[config.mk]
export PLATFORM = sky130hd
export DESIGN_NAME = srio_nwr_scheduler_flat
export DESIGN_NICKNAME = d
export VERILOG_FILES = /design/src/rtl/srio_nwr_scheduler_pkg.sv /design/src/rtl/srio_nwr_scheduler_if.sv /design/src/rtl/srio_nwr_scheduler_rr_arbiter.sv /design/src/rtl/srio_nwr_scheduler.sv /design/src/flat_wrapper.sv
export SDC_FILE = /design/constraint.sdc
export NUM_CORES = 1
export LEC_CHECK = 0
export BUFFER_PORTS_ARGS = -buffer_cell sky130_fd_sc_hd__buf_4
export CORE_ASPECT_RATIO = 1.1
export CORE_MARGIN = 3
export CORE_UTILIZATION = 25
export CTS_CLUSTER_SIZE = 25
export DETAILED_ROUTE_END_ITERATION = 16
export GPL_ROUTABILITY_DRIVEN = 1
export GPL_TIMING_DRIVEN = 0
export SLEW_MARGIN = 20
export SYNTH_ARGS = -nofsm -noshare
export SYNTH_HDL_FRONTEND = slang
export SYNTH_HIERARCHICAL = 1
export SYNTH_SLANG_ARGS = --single-unit
[constraint.sdc]
create_clock -name log_clk -period 4.1 [get_ports log_clk]
set_input_delay 0.82 -clock log_clk [delete_from_list [all_inputs] [get_ports log_clk]]
set_output_delay 0.82 -clock log_clk [all_outputs]
set_load 0.01 [all_outputs]
[src/rtl/srio_nwr_scheduler_pkg.sv]
// Shared types and constants for the SRIO NWRITE round-robin scheduler.
package srio_nwr_sched_pkg;

  typedef enum logic [2:0] {
    IDLE      = 3'd0,
    ARB       = 3'd1,
    REQ       = 3'd2,
    XFER      = 3'd3,
    WAIT_DONE = 3'd4
  } sched_state_t;

  localparam int MAX_LEN = 256;
  localparam int TSIZE_W = 8;
  localparam int LEN_W   = 9;

  // Round a byte length up to the next 8-byte (one beat) multiple.
  function automatic logic [LEN_W:0] ceil8(input logic [LEN_W-1:0] len);
    return ({1'b0, len} + (LEN_W+1)'(7)) & ~(LEN_W+1)'(7);
  endfunction

endpackage

[src/rtl/srio_nwr_scheduler_if.sv]
// Engine-side bundle: db_req job handshake, target address/size and AXIS stream.
interface srio_nwr_scheduler_if #(parameter int ADDR_W = 34);
  import srio_nwr_sched_pkg::*;

  logic                rapidIO_ready_in;
  logic                nwr_ready_in;
  logic                nwr_busy_in;
  logic                nwr_done_ack_in;
  logic                nwr_req_o;
  logic [ADDR_W-1:0]   user_addr_o;
  logic [TSIZE_W-1:0]  user_tsize_o;
  logic [63:0]         user_tdata_o;
  logic [7:0]          user_tkeep_o;
  logic                user_tvalid_o;
  logic                user_tlast_o;
  logic                user_tready_in;

  modport master (
    input  rapidIO_ready_in, nwr_ready_in, nwr_busy_in, nwr_done_ack_in, user_tready_in,
    output nwr_req_o, user_addr_o, user_tsize_o,
           user_tdata_o, user_tkeep_o, user_tvalid_o, user_tlast_o
  );

  modport slave (
    output rapidIO_ready_in, nwr_ready_in, nwr_busy_in, nwr_done_ack_in, user_tready_in,
    input  nwr_req_o, user_addr_o, user_tsize_o,
           user_tdata_o, user_tkeep_o, user_tvalid_o, user_tlast_o
  );
endinterface

[src/rtl/srio_nwr_scheduler_rr_arbiter.sv]
// Combinational rotating-priority pick: first asserted request at or after ptr.
module rr_arbiter #(
  parameter int NUM_REQ = 2,
  parameter int IDX_W   = 1
) (
  input  logic [NUM_REQ-1:0] req,
  input  logic [IDX_W-1:0]   ptr,
  output logic [NUM_REQ-1:0] grant,
  output logic [IDX_W-1:0]   idx,
  output logic               any
);

  int unsigned j;

  always_comb begin
    grant = '0;
    idx   = '0;
    any   = 1'b0;
    j     = 0;
    for (int unsigned k = 0; k < NUM_REQ; k++) begin
      j = (32'(ptr) + k) % NUM_REQ;
      if (!any && req[j]) begin
        any      = 1'b1;
        grant[j] = 1'b1;
        idx      = IDX_W'(j);
      end
    end
  end

endmodule

[src/rtl/srio_nwr_scheduler.sv]
// Round-robin sharing of the db_req NWRITE engine between NUM_REQ sources.
// Optional WAIT_DONE watchdog: define SRIO_NWR_SCHED_TIMEOUT_EN.
module srio_nwr_scheduler
  import srio_nwr_sched_pkg::*;
#(
  parameter int NUM_REQ     = 2,
  parameter int ADDR_W      = 34,
  parameter int WIN_LOG2    = 16,
  parameter int TIMEOUT_CYC = 4096
) (
  input  logic                      log_clk,
  input  logic                      log_rst_n,
  input  logic [NUM_REQ-1:0]        req_in,
  input  logic [NUM_REQ*9-1:0]      len_in,
  input  logic [NUM_REQ*ADDR_W-1:0] base_addr_in,
  output logic [NUM_REQ-1:0]        grant_o,
  output logic [NUM_REQ-1:0]        done_o,
  output logic [NUM_REQ-1:0]        err_o,
  input  logic [NUM_REQ*64-1:0]     src_tdata_in,
  input  logic [NUM_REQ*8-1:0]      src_tkeep_in,
  input  logic [NUM_REQ-1:0]        src_tvalid_in,
  input  logic [NUM_REQ-1:0]        src_tlast_in,
  output logic [NUM_REQ-1:0]        src_tready_o,
  srio_nwr_scheduler_if.master      eng
);

  localparam int IDX_W = (NUM_REQ > 1) ? $clog2(NUM_REQ) : 1;

  if (NUM_REQ < 2 || NUM_REQ > 8 || TIMEOUT_CYC < 1 || TIMEOUT_CYC > 8191) begin : g_param_chk
    $error("srio_nwr_scheduler: NUM_REQ or TIMEOUT_CYC out of range");
  end

  sched_state_t          state;
  logic [IDX_W-1:0]      rr_ptr;
  logic [IDX_W-1:0]      gidx;
  logic [LEN_W-1:0]      job_len;
  logic [WIN_LOG2-1:0]   offset [NUM_REQ];

  logic [NUM_REQ-1:0]    arb_onehot;
  logic [IDX_W-1:0]      arb_idx;
  logic                  arb_any;
  logic [LEN_W-1:0]      cand_len;
  logic [ADDR_W-1:0]     cand_base;
  logic                  len_ok;
  logic [WIN_LOG2-1:0]   off_next;
  logic                  beat_last;
  logic                  wd_hit;

  rr_arbiter #(.NUM_REQ(NUM_REQ), .IDX_W(IDX_W)) u_arb (
    .req   (req_in),
    .ptr   (rr_ptr),
    .grant (arb_onehot),
    .idx   (arb_idx),
    .any   (arb_any)
  );

  function automatic logic [IDX_W-1:0] ptr_inc(input logic [IDX_W-1:0] p);
    if (int'(p) == NUM_REQ - 1) return '0;
    return p + IDX_W'(1);
  endfunction

  always_comb begin
    cand_len  = len_in[arb_idx*LEN_W +: LEN_W];
    cand_base = base_addr_in[arb_idx*ADDR_W +: ADDR_W];
    len_ok    = (cand_len != '0) && (cand_len <= LEN_W'(MAX_LEN));
    // Truncation to the window width gives the modulo-2^WIN_LOG2 wrap.
    off_next  = offset[gidx] + WIN_LOG2'(ceil8(job_len));
  end

`ifdef SRIO_NWR_SCHED_TIMEOUT_EN
  logic [12:0] wd_cnt;

  always_ff @(posedge log_clk or negedge log_rst_n) begin
    if (!log_rst_n)              wd_cnt <= '0;
    else if (state == WAIT_DONE) wd_cnt <= wd_cnt + 13'd1;
    else                         wd_cnt <= '0;
  end

  assign wd_hit = (state == WAIT_DONE) && (wd_cnt == 13'(TIMEOUT_CYC - 1));
`else
  assign wd_hit = 1'b0;
`endif

  always_ff @(posedge log_clk or negedge log_rst_n) begin
    if (!log_rst_n) begin
      state            <= IDLE;
      rr_ptr           <= '0;
      gidx             <= '0;
      job_len          <= '0;
      grant_o          <= '0;
      done_o           <= '0;
      err_o            <= '0;
      eng.user_addr_o  <= '0;
      eng.user_tsize_o <= '0;
      for (int unsigned i = 0; i < NUM_REQ; i++) offset[i] <= '0;
    end else begin
      done_o <= '0;
      err_o  <= '0;
      case (state)
        IDLE: if (|req_in && eng.rapidIO_ready_in) state <= ARB;
        ARB: begin
          if (!arb_any) begin
            state <= IDLE;
          end else if (!len_ok) begin
            err_o  <= arb_onehot;
            rr_ptr <= ptr_inc(arb_idx);
            state  <= IDLE;
          end else begin
            grant_o          <= arb_onehot;
            gidx             <= arb_idx;
            job_len          <= cand_len;
            eng.user_addr_o  <= cand_base | ADDR_W'(offset[arb_idx]);
            eng.user_tsize_o <= TSIZE_W'(cand_len - LEN_W'(1));
            state            <= REQ;
          end
        end
        REQ:  if (eng.nwr_busy_in) state <= XFER;
        XFER: if (beat_last) state <= WAIT_DONE;
        WAIT_DONE: begin
          if (eng.nwr_done_ack_in) begin
            done_o       <= grant_o;
            offset[gidx] <= off_next;
            rr_ptr       <= ptr_inc(gidx);
            grant_o      <= '0;
            state        <= IDLE;
          end else if (wd_hit) begin
            err_o   <= grant_o;
            rr_ptr  <= ptr_inc(gidx);
            grant_o <= '0;
            state   <= IDLE;
          end
        end
        default: state <= IDLE;
      endcase
    end
  end

  assign eng.nwr_req_o = (state == REQ) && eng.nwr_ready_in && eng.rapidIO_ready_in;
  assign beat_last     = eng.user_tvalid_o && eng.user_tready_in && eng.user_tlast_o;

  always_comb begin
    eng.user_tdata_o  = '0;
    eng.user_tkeep_o  = '0;
    eng.user_tvalid_o = 1'b0;
    eng.user_tlast_o  = 1'b0;
    src_tready_o      = '0;
    if (state == XFER) begin
      eng.user_tdata_o   = src_tdata_in[gidx*64 +: 64];
      eng.user_tkeep_o   = src_tkeep_in[gidx*8 +: 8];
      eng.user_tvalid_o  = src_tvalid_in[gidx];
      eng.user_tlast_o   = src_tlast_in[gidx];
      src_tready_o[gidx] = eng.user_tready_in;
    end
  end

endmodule
[src/flat_wrapper.sv]
// flat-port wrapper written by rule: the top's interface ports become plain ports
module srio_nwr_scheduler_flat import srio_nwr_sched_pkg::*;
#(
  parameter int NUM_REQ     = 2,
  parameter int ADDR_W      = 34,
  parameter int WIN_LOG2    = 16,
  parameter int TIMEOUT_CYC = 4096
)
  (log_clk, log_rst_n, req_in, len_in, base_addr_in, grant_o, done_o, err_o, src_tdata_in, src_tkeep_in, src_tvalid_in, src_tlast_in, src_tready_o, eng_rapidIO_ready_in, eng_nwr_ready_in, eng_nwr_busy_in, eng_nwr_done_ack_in, eng_user_tready_in, eng_nwr_req_o, eng_user_addr_o, eng_user_tsize_o, eng_user_tdata_o, eng_user_tkeep_o, eng_user_tvalid_o, eng_user_tlast_o);
  srio_nwr_scheduler_if #(.ADDR_W(ADDR_W)) eng_i ();
  input  logic log_clk;
  input  logic log_rst_n;
  input  logic [NUM_REQ-1:0] req_in;
  input  logic [NUM_REQ*9-1:0] len_in;
  input  logic [NUM_REQ*ADDR_W-1:0] base_addr_in;
  output logic [NUM_REQ-1:0] grant_o;
  output logic [NUM_REQ-1:0] done_o;
  output logic [NUM_REQ-1:0] err_o;
  input  logic [NUM_REQ*64-1:0] src_tdata_in;
  input  logic [NUM_REQ*8-1:0] src_tkeep_in;
  input  logic [NUM_REQ-1:0] src_tvalid_in;
  input  logic [NUM_REQ-1:0] src_tlast_in;
  output logic [NUM_REQ-1:0] src_tready_o;
  input wire logic [$bits(eng_i.rapidIO_ready_in)-1:0] eng_rapidIO_ready_in;
  input wire logic [$bits(eng_i.nwr_ready_in)-1:0] eng_nwr_ready_in;
  input wire logic [$bits(eng_i.nwr_busy_in)-1:0] eng_nwr_busy_in;
  input wire logic [$bits(eng_i.nwr_done_ack_in)-1:0] eng_nwr_done_ack_in;
  input wire logic [$bits(eng_i.user_tready_in)-1:0] eng_user_tready_in;
  output wire logic [$bits(eng_i.nwr_req_o)-1:0] eng_nwr_req_o;
  output wire logic [$bits(eng_i.user_addr_o)-1:0] eng_user_addr_o;
  output wire logic [$bits(eng_i.user_tsize_o)-1:0] eng_user_tsize_o;
  output wire logic [$bits(eng_i.user_tdata_o)-1:0] eng_user_tdata_o;
  output wire logic [$bits(eng_i.user_tkeep_o)-1:0] eng_user_tkeep_o;
  output wire logic [$bits(eng_i.user_tvalid_o)-1:0] eng_user_tvalid_o;
  output wire logic [$bits(eng_i.user_tlast_o)-1:0] eng_user_tlast_o;
  assign eng_i.rapidIO_ready_in = eng_rapidIO_ready_in;
  assign eng_i.nwr_ready_in = eng_nwr_ready_in;
  assign eng_i.nwr_busy_in = eng_nwr_busy_in;
  assign eng_i.nwr_done_ack_in = eng_nwr_done_ack_in;
  assign eng_i.user_tready_in = eng_user_tready_in;
  assign eng_nwr_req_o = eng_i.nwr_req_o;
  assign eng_user_addr_o = eng_i.user_addr_o;
  assign eng_user_tsize_o = eng_i.user_tsize_o;
  assign eng_user_tdata_o = eng_i.user_tdata_o;
  assign eng_user_tkeep_o = eng_i.user_tkeep_o;
  assign eng_user_tvalid_o = eng_i.user_tvalid_o;
  assign eng_user_tlast_o = eng_i.user_tlast_o;
  srio_nwr_scheduler #(.NUM_REQ(NUM_REQ), .ADDR_W(ADDR_W), .WIN_LOG2(WIN_LOG2), .TIMEOUT_CYC(TIMEOUT_CYC)) u_core (.log_clk(log_clk), .log_rst_n(log_rst_n), .req_in(req_in), .len_in(len_in), .base_addr_in(base_addr_in), .grant_o(grant_o), .done_o(done_o), .err_o(err_o), .src_tdata_in(src_tdata_in), .src_tkeep_in(src_tkeep_in), .src_tvalid_in(src_tvalid_in), .src_tlast_in(src_tlast_in), .src_tready_o(src_tready_o), .eng(eng_i));
endmodule
==> qor.txt <==
hold path endpoint: u_core/offset[2]
first-pass GRT wire length: 39.13 mm
cells after synthesis: 620
Worst Hold Class: reg -> reg
Final Wtd Congestion: 0.8312
vias per inst: 4.604
Slew headroom: 0.4173
design area: 9857 µm²
DP HPWL: 22.81 mm
antenna violations before repair: 4
clk root buf: clkbuf_16
dpl cell area: 9505 µm²
EDFF count, synth: 0
FF+latch area: 2352 µm²
crit share post-route: 0.9431
Ports: 368
pin count of the biggest net entering global routing: 95
Compound-Gate Fraction of Synth Area: 0.06180
outcome: complete, no violations
post-route ant nets: 0
Max rail drop VDD: 0.0002785 V
power per cell area: 580.6 nW/µm²
hold path depth: 1
Leakage: 5.043 nW
area taken by multi-input logic gates: 3715 µm²
Die H: 173.3 µm
kind of end point of the critical path: primary output
main combinational cell family by area after synthesis: multiplexers
Synth Area in XOR/XNOR: 0.04409
unrepaired setup endpoints after global routing: no
Num CTS Buffers: 9
Post-CTS Setup Inserts: 0
synth warn: 6
CTS H-tree depth: 3
Vias: 6050
Seq/Total Area, Yosys: 0.3700
final hold vios: 0
max-cap check violation count: 0
CTS sink cnt: 94
hold wc startpoint: u_core/offset[2]
Core Rows: 60
post-synth design cell area: 6357 µm²
final WL: 27.57 mm
r2r endpoint: u_core/eng.user_addr_o[21]
CTS Hold Bufs: 0
fin. max-slew vios: 0
Seq cells post-synth: 94
worst slew pin tran: 0.8740 ns
DRC: 0
Mapped Avg Cell Area: 10.25 µm²
Final #Nets: 1250
Worst Path Required: 3.28 ns
Longest Clk Path Bufs: 2
minimum clock period: 3.867 ns
worst-path maximum fanout: 10
most common cell after layout, fill and taps aside: buf_4
setup violators final: 0
max frequency: 258.6 MHz
WS Path Type: reg -> out
share of synthesized registers carrying an async set or reset: 1.000
Synth cell types: 50
r2r worst-path depth: 13
CTS tree: yes
Port Buf Inserts: 367
DR pass1 iterations: 4
post-synthesis mux area share: 0.3112
initial DRC count: 161
layout cell share with drive strength beyond 1: 0.4885
FF-to-FF setup slack: 0.44 ns
reg2reg start: u_core/rr_ptr
core area: 24770 µm²
Tot Pwr: 5.723 mW
Die Footprint: 27380 µm²
fin util: 0.3979
Post-Synth Simple-Gate Area: 0.1478
synth-to-layout area growth: 55.05%
ys flop type: dfrtp_1
Synth Net Count: 872
Worst-path clk slew: 0.07 ns
Skew-Pair Late Insertion Delay: 0.36 ns
Avg WL per Cell: 20.98 µm
Hold Worst Slack: 0.4617 ns
Post-Synth Adder-Cell Area: 0.01889
Die Span X: 158.0 µm
Initial Util: 0.2566
fillers: 2528
WP data arrival: 3.05 ns
CP Launch Type: flop
Clock Skews: 0.007452 ns
commonest non-fill, non-tap cells in the layout: 366 x buf_4, 104 x nor2_1, 94 x dfrtp_1
total gr overflow: 0
Global Route Usage Sum: 0.1931
vias in the first global route: 6360
metal layers:
metal  vias up  wire (µm)  GRT usage
met4         6        580    0.04554
met5         -         34          0
met1      2838      10680     0.2188
met3        32       2519    0.06492
met2       263      13760     0.3473
li1       2911          -          -
report_power, final:
group / switching [mW] / total, mW / internal [mW]
logic: 1.59 / 3.29 / 1.69
registers: 0.227 / 1.49 / 1.26
clock network: 0.394 / 0.949 / 0.555
stage by stage:
step,setup slack [ns],setup TNS (ns),cells
after global placement,-0.7507,-38.37,1297
final,0.2331,0,1314
after detailed placement,-0.7719,-39.17,1297
after CTS,0.05240,0,1313
after floorplan,0.3551,0,620
after global routing,0.005479,0,1313
synthesized netlist by cell type, types with 5 or more instances:
library cell	n	share of area
nor2_1	104	0.061
dfrtp_1	94	0.37
mux2i_1	87	0.14
mux2_4	43	0.10
mux2_2	39	0.069
nand2_1	34	0.020
a21oi_1	25	0.020
nor3_1	21	0.017
clkbuf_1	20	0.012
xnor2_1	19	0.026
o21ai_0	17	0.013
nand3_1	14	0.011
xor2_1	13	0.018
inv_1	12	0.0071
buf_1	11	0.0065
ha_1	8	0.016
and3_1	5	0.0049
buf_12	5	0.016
logic make-up after synthesis:
logic type                 Yosys count
buffers and inverters               52
muxes                              170
AOI/OAI and AO/OA                   63
adders and majority gates            9
DFF                                 94
and+or+nand+nor                    200
xor gates and xnor gates            32
worst max-delay path: stages, from the launching register on:
cell             delay, ns
dfrtp_1               0.32
clkbuf_1              0.37
clkbuf_1              0.49
clkdlybuf4s15_2       0.61
mux2i_1               0.58
nor2_1                0.12
buf_4                 0.18
sequential cells by signal, indices dropped and copies added, names as in the netlist:
| name | flops |
|---|---|
| u_core/done_o | 2 |
| u_core/rr_ptr | 1 |
| u_core/grant_o | 2 |
| u_core/state | 3 |
| u_core/err_o | 2 |
| u_core/eng.user_tsize_o | 8 |
| u_core/eng.user_addr_o | 34 |
| u_core/job_len | 9 |
| u_core/gidx | 1 |
| u_core/offset | 32 |
cell type report:
type,count,share of cell area
Antenna cell,1,0.0002539
Buffer,40,0.02678
Clock buffer,10,0.02424
Clock inverter,6,0.009393
Inverter,12,0.004570
Multi-Input combinational cell,474,0.3769
Sequential cell,94,0.2386
Tap cell,310,0.03935
Timing Repair Buffer,367,0.2799
worst max-delay path by stage:
stage	cells past startpoint	from	slack, ns	endpoint
final	6	u_core/gidx	0.23	eng_user_tkeep_o[7]
after CTS	6	u_core/gidx	0.05	eng_user_tdata_o[24]
after global placement	13	req_in[0]	-0.75	u_core/eng.user_addr_o[12]
after global routing	6	u_core/gidx	0.005	eng_user_tkeep_o[7]
after detailed placement	13	req_in[0]	-0.77	u_core/eng.user_addr_o[9]
after floorplan	12	req_in[1]	0.36	u_core/eng.user_addr_o[0]
repair_timing:
| item | 4_1_cts | 5_1_grt |
|---|---|---|
| resized for setup | 4 | 5 |
| setup endpoints to repair | 54 | 44 |
| pin swaps | 0 | 0 |
No activity file was read; power rests on OpenSTA's default activity.
